==> src/rtl/hc595_rx.sv <==
// hc595_rx: receiver/deserializer for a 74HC595-style serial link.
// The four link wires are oversampled in the clk domain. A rising SHCP edge
// shifts DS into the shift register, and a rising STCP edge copies the shift
// register into the storage register. Each latch also produces a one-cycle
// valid pulse and a check that exactly WIDTH bits were shifted.
//
// Handshake: o_valid is a single-cycle strobe with no ready/backpressure.
// It is high for exactly the clk cycle in which o_data holds a freshly
// latched frame. o_frame_err is qualified by that same cycle and holds its
// value until the next latch.
module hc595_rx #(
    parameter int WIDTH       = 16,
    parameter int SYNC_STAGES = 2
) (
    input  logic                          clk,
    input  logic                          rst_n,
    input  logic                          i_stcp,
    input  logic                          i_shcp,
    input  logic                          i_ds,
    input  logic                          i_oe,
    output logic [WIDTH-1:0]              o_shift,
    output logic [WIDTH-1:0]              o_data,
    output logic [WIDTH-1:0]              o_q,
    output logic                          o_valid,
    output logic                          o_frame_err,
    output logic [$clog2(WIDTH+2)-1:0]    o_bit_cnt
);

    localparam int              CNT_W = $clog2(WIDTH + 2);
    localparam logic [CNT_W-1:0] W_CNT = CNT_W'(WIDTH);
    localparam logic [CNT_W-1:0] CNT_MAX = '1;
    localparam logic [CNT_W-1:0] CNT_ONE = CNT_W'(1);

    // Synchronizer chains. Bit 0 is the first stage. All four chains have
    // the same depth, so DS stays cycle-aligned with the SHCP edge that
    // qualifies it.
    logic [SYNC_STAGES-1:0] r_stcp_sync;
    logic [SYNC_STAGES-1:0] r_shcp_sync;
    logic [SYNC_STAGES-1:0] r_ds_sync;
    logic [SYNC_STAGES-1:0] r_oe_sync;
    logic                   r_stcp_prev;
    logic                   r_shcp_prev;

    logic [WIDTH-1:0]       r_shift;
    logic [WIDTH-1:0]       r_data;
    logic                   r_valid;
    logic                   r_frame_err;
    logic [CNT_W-1:0]       r_bit_cnt;

    logic                   w_stcp;
    logic                   w_shcp;
    logic                   w_ds;
    logic                   w_oe_n;
    logic                   w_stcp_rise;
    logic                   w_shcp_rise;

    assign w_stcp      = r_stcp_sync[SYNC_STAGES-1];
    assign w_shcp      = r_shcp_sync[SYNC_STAGES-1];
    assign w_ds        = r_ds_sync[SYNC_STAGES-1];
    assign w_oe_n      = r_oe_sync[SYNC_STAGES-1];
    assign w_stcp_rise = w_stcp & ~r_stcp_prev;
    assign w_shcp_rise = w_shcp & ~r_shcp_prev;

    // Input synchronizers and edge-detect history. OE resets high so the
    // outputs start out disabled.
    always_ff @(posedge clk or negedge rst_n) begin
        if (!rst_n) begin
            r_stcp_sync <= '0;
            r_shcp_sync <= '0;
            r_ds_sync   <= '0;
            r_oe_sync   <= '1;
            r_stcp_prev <= 1'b0;
            r_shcp_prev <= 1'b0;
        end else begin
            r_stcp_sync <= {r_stcp_sync[SYNC_STAGES-2:0], i_stcp};
            r_shcp_sync <= {r_shcp_sync[SYNC_STAGES-2:0], i_shcp};
            r_ds_sync   <= {r_ds_sync[SYNC_STAGES-2:0], i_ds};
            r_oe_sync   <= {r_oe_sync[SYNC_STAGES-2:0], i_oe};
            r_stcp_prev <= w_stcp;
            r_shcp_prev <= w_shcp;
        end
    end

    // Shift register. A shift and a latch in the same cycle both apply, and
    // the latch sees the pre-shift contents.
    always_ff @(posedge clk or negedge rst_n) begin
        if (!rst_n) begin
            r_shift <= '0;
        end else if (w_shcp_rise) begin
            r_shift <= {r_shift[WIDTH-2:0], w_ds};
        end
    end

    // Storage register, valid strobe, frame check and saturating bit counter.
    always_ff @(posedge clk or negedge rst_n) begin
        if (!rst_n) begin
            r_data      <= '0;
            r_valid     <= 1'b0;
            r_frame_err <= 1'b0;
            r_bit_cnt   <= '0;
        end else if (w_stcp_rise) begin
            r_data      <= r_shift;
            r_valid     <= 1'b1;
            r_frame_err <= (r_bit_cnt != W_CNT);
            // A coincident shift starts the new frame with one bit already in.
            r_bit_cnt   <= w_shcp_rise ? CNT_ONE : '0;
        end else begin
            r_valid <= 1'b0;
            if (w_shcp_rise && (r_bit_cnt != CNT_MAX)) begin
                r_bit_cnt <= r_bit_cnt + CNT_ONE;
            end
        end
    end

    assign o_shift     = r_shift;
    assign o_data      = r_data;
    assign o_q         = w_oe_n ? '0 : r_data;
    assign o_valid     = r_valid;
    assign o_frame_err = r_frame_err;
    assign o_bit_cnt   = r_bit_cnt;

endmodule

==> config.mk <==
export PLATFORM = sky130hd
export DESIGN_NAME = hc595_rx
export DESIGN_NICKNAME = d
export VERILOG_FILES = /design/src/rtl/hc595_rx.sv
export SDC_FILE = /design/constraint.sdc
export NUM_CORES = 1
export LEC_CHECK = 0
export CAP_MARGIN = 20
export CORE_ASPECT_RATIO = 0.5
export CORE_UTILIZATION = 28
export DETAILED_ROUTE_END_ITERATION = 7
export GPL_TIMING_DRIVEN = 0
export PLACE_DENSITY = 0.52
export SLEW_MARGIN = 20
export SYNTH_ARGS = -nofsm -noshare
export SYNTH_HDL_FRONTEND = slang
export SYNTH_SLANG_ARGS = --single-unit
==> constraint.sdc <==
create_clock -name clk -period 5.5 [get_ports clk]
set_clock_uncertainty 0.1 [all_clocks]
set_input_delay 1.1 -clock clk [delete_from_list [all_inputs] [get_ports clk]]
set_output_delay 1.1 -clock clk [all_outputs]
set_load 0.1 [all_outputs]
After elaboration in Yosys (flattened, before gate mapping):

Index checks and enable logic that the tools add are counted.

* add/subtract/negate cells: 1
* multiply operators: 0
* divide/modulo/power cells: 0
* $lt $le $gt $ge: 0
* equal/unequal tests: 2
* shift-type cells: 0
* muxes and demuxes: 5
* bitwise logic cells: 4
* reduce and logical (&&, ||, !) cells: 2

Operator list (number)
* 16-bit two-way mux: 1
* 5-bit two-way mux: 2
* 5-bit inequality test, second input constant: 2
* 5-bit by 1-bit adder with 5-bit output, second input constant: 1
* 1-bit bitwise AND: 2
* 1-bit two-way mux: 2
* 1-bit inverter: 2
* 2-bit nonzero test: 1
* 1-bit logical AND: 1

* bits in registers: 49
* bits in latches: 0
* RAM bits: 0
* ROM bits: 0
* word-level logic and storage cells: 25
* memories kept: 0

Longest topological paths before layout:

* depth in word-level cells: 5
* mapped depth: 7
* depth with buffers taken out: 6

Least setup slack after synthesis:

Ideal clock, no wire load.

* path kind: reg-to-output
* from: register r_data[0], in the netlist o_data[0]
* to: output port o_q[0]
* arrival time: 2.361 ns
* required time: 4.300 ns
* slack: 1.939 ns
* cell stages (with the launch flop): 2
* path buffers: 0
* path through: dfrtp_1 -> nor2b_1

* word-level cells in the longest chain between the ends: 1

RTL lines
* start, declared: line 45 `logic [WIDTH-1:0] r_data;`
* start signal, assigned: line 102 `r_data <= r_shift;`
* 16-bit two-way mux: line 117 `assign o_q = w_oe_n ? '0 : r_data;`
* end, declared: line 23 `output logic [WIDTH-1:0] o_q,`

No other way between the ends.

Final worst setup path:

* from: register r_oe_sync[1]
* to: output port o_q[6]

* word-level cells in the longest chain between the ends: 1

RTL lines
* start, declared: line 40 `logic [SYNC_STAGES-1:0] r_oe_sync;`
* start signal, assigned: line 78 `r_oe_sync <= {r_oe_sync[SYNC_STAGES-2:0], i_oe};`
* 16-bit two-way mux: line 117

No other way between the ends.

==> reports/qor.txt <==
worst hold path cell count: 0
number of global-route vias before repair: 1,403
initial antenna violation count: 0
Setup crit start: r_oe_sync[1]
final-report hold violation count: 0
Root Driver: clkbuf_16
RSZ-0062 raised after global routing: no
Residual DRC: 0
gr ovfl total: 0
IO buf count: 60
Synth Area per Inst: 11.6 µm²
Largest stage delay, worst path: 0.99 ns
Synth top area share: 0.615
clk buf depth: 2
die area: 7180 µm²
hold endpoint: r_shcp_sync[1]
Worst Hold Class: reg2reg
met2 usage: 0.206
total track usage: 0.126
hold-fix buffer count after cts: 0
global placer's final weighted congestion: 0.649
post-synthesis cell count: 165
layout cells sized above 1: 0.137
remaining antenna violation count after routing: 0
Crit. End Element: output pin
Final Critical Period: 3.62 ns
Least-Margin Pin Slew: 0.989 ns
first-pass GRT wire length: 6930 µm
startpoint types: flop
DR vias: 1,356
reg2reg end: o_bit_cnt[3]
CTS clock-pin slew for the worst setup and hold paths: 0.06 ns
post-cts resize count: 0
WP data arrival: 2.42 ns
flops & latches, synth: 49
Critical Path, Cell by Cell: clkbuf_1, nor2b_1, clkdlybuf4s50_1
Clock Latency Late Sink: 0.28 ns
Slowest cell on crit path: clkdlybuf4s50_1
largest area contributor in the netlist: dfrtp_1
die width: 119 µm
crit-path max FO: 10
vias per std cell: 4.21
number of distinct library cells after synthesis: 22
largest net degree at the start of global routing: 28
fill count: 614
Total Wirelength: 4120 µm
total negative slack: 0 ns
wire length per cell: 12.8 µm
final setup violation count: 0
Placement Rows: 20
GR peak layer: met2
cts bufs inserted: 5
initial core utilization: 0.302
R2R Path Start: o_bit_cnt[0]
Detailed Routing Iterations Pass 1: 4
routing usage on met1: 0.166
maxcap violations: 0
hpwl dp: 2900 µm
commonest non-fill, non-tap cell in the layout: clkdlybuf4s50_1
Layout Nets: 242
Cell Area, Synth: 1910 µm²
Yosys warning count: 0
# diodes: 0
Seq/Total Area, Yosys: 0.643
relative slew slack: 0.339
Die Ht: 60.4 µm
hold path start: r_shcp_sync[0]
status: finished, final reports clean
Peak Freq: 276 MHz
TritonCTS clock tree: built
crit share post-route: 0.659
Net Count, Synth: 174
CP delay by family, top: buffers and inverters
WP buf/inv: 2
Final Slew Violations: 0
postcts setup bufs: 0
io pins: 61
worst setup path category: reg2out
Core ar.: 6330 µm²
Reg2Reg Depth: 7
most frequent cells in the layout: clkdlybuf4s50_1, nand2_1, dfrtp_1
critical path data required time: 4.30 ns
reg2reg setup slack: 3.26 ns
M3 GR Usage: 0.0348
Synth area leaders: dfrtp_1, nand2_1, mux2_2, nor2b_1, dfstp_2
Layout area overhead: 45.9%
clock sinks: 49
H-tree levels: 2
First DRT Iteration DRCs: 23
kinds of logic after synthesis:
kind of cell | Yosys count | share of synthesized area
compound gates | 6 | 0.0170
fa+ha+maj | 3 | 0.0196
buf+inv | 12 | 0.0288
flops | 49 | 0.643
mux | 18 | 0.105
simple gates | 77 | 0.187
state kept, by name (all words and copies together), names as in the netlist:
register and flops:
o_bit_cnt 5, o_data 16, o_frame_err 1, o_shift 16
o_valid 1, r_ds_sync 2, r_oe_sync 2, r_shcp_prev 1
r_shcp_sync 2, r_stcp_prev 1, r_stcp_sync 2
per-stage QoR:
step	util	std cells	area (µm²)	hold slack, ns	worst slack (ns)
finish	0.441	322	2790	0.249	1.88
global placement	0.414	313	2620	0.237	1.82
floorplan	-	165	1910	0.231	1.94
detailed placement	0.417	314	2640	0.237	2.11
CTS	0.441	322	2790	0.251	1.80
global route	0.441	322	2790	0.264	1.69
cell type report:
type / count / area, µm² / share of cell area
Inverter: 4 / 15.0 / 0.00538
Buffer: 8 / 40.0 / 0.0143
Clock buffer: 6 / 139 / 0.0498
Multi-Input combinational cell: 104 / 628 / 0.225
Tap cell: 88 / 110 / 0.0395
Clock inverter: 2 / 13.8 / 0.00493
Timing Repair Buffer: 61 / 616 / 0.221
Sequential cell: 49 / 1230 / 0.440
cells in the mapped netlist:
library cell and number:
nand2b_1 1, clkbuf_1 5, o211ai_1 1, or3b_1 1, inv_1 4, a21oi_1 2
ha_1 3, and3_1 1, nor2b_1 16, dfstp_2 2, buf_6 1, dfrtp_1 47
and2b_2 1, nor2_1 2, mux2_2 16, nand3_1 2, nor4bb_1 1, o21ai_0 3
or3_1 2, mux2i_1 2, nand2_1 50, buf_2 2
how the worst max path moves through the flow:
stage	to	slack, ns	depth (start not counted)
2_1_floorplan	o_q[0]	1.94	1
3_3_place_gp	o_data[12]	1.82	1
3_5_place_dp	o_q[6]	2.11	3
4_1_cts	o_q[2]	1.80	3
5_1_grt	o_q[2]	1.69	3
6_report	o_q[6]	1.88	3
layer usage:
layer  wire (µm)  vias to the layer above
met5           0                        -
met4          27                        0
met3         163                        2
met2        2000                       25
met1        1920                      663
li1            -                      666
worst reg2reg max path, stage by stage (launching register included):
cell and delay, ns:
dfrtp_1 0.45, ha_1 0.24, and3_1 0.19, ha_1 0.18, or3b_1 0.36, buf_6 0.15
or3_1 0.35, a21oi_1 0.16
Power is not shown: default switching activity piles up to over one toggle a cycle in this logic, so the estimate is an artifact.
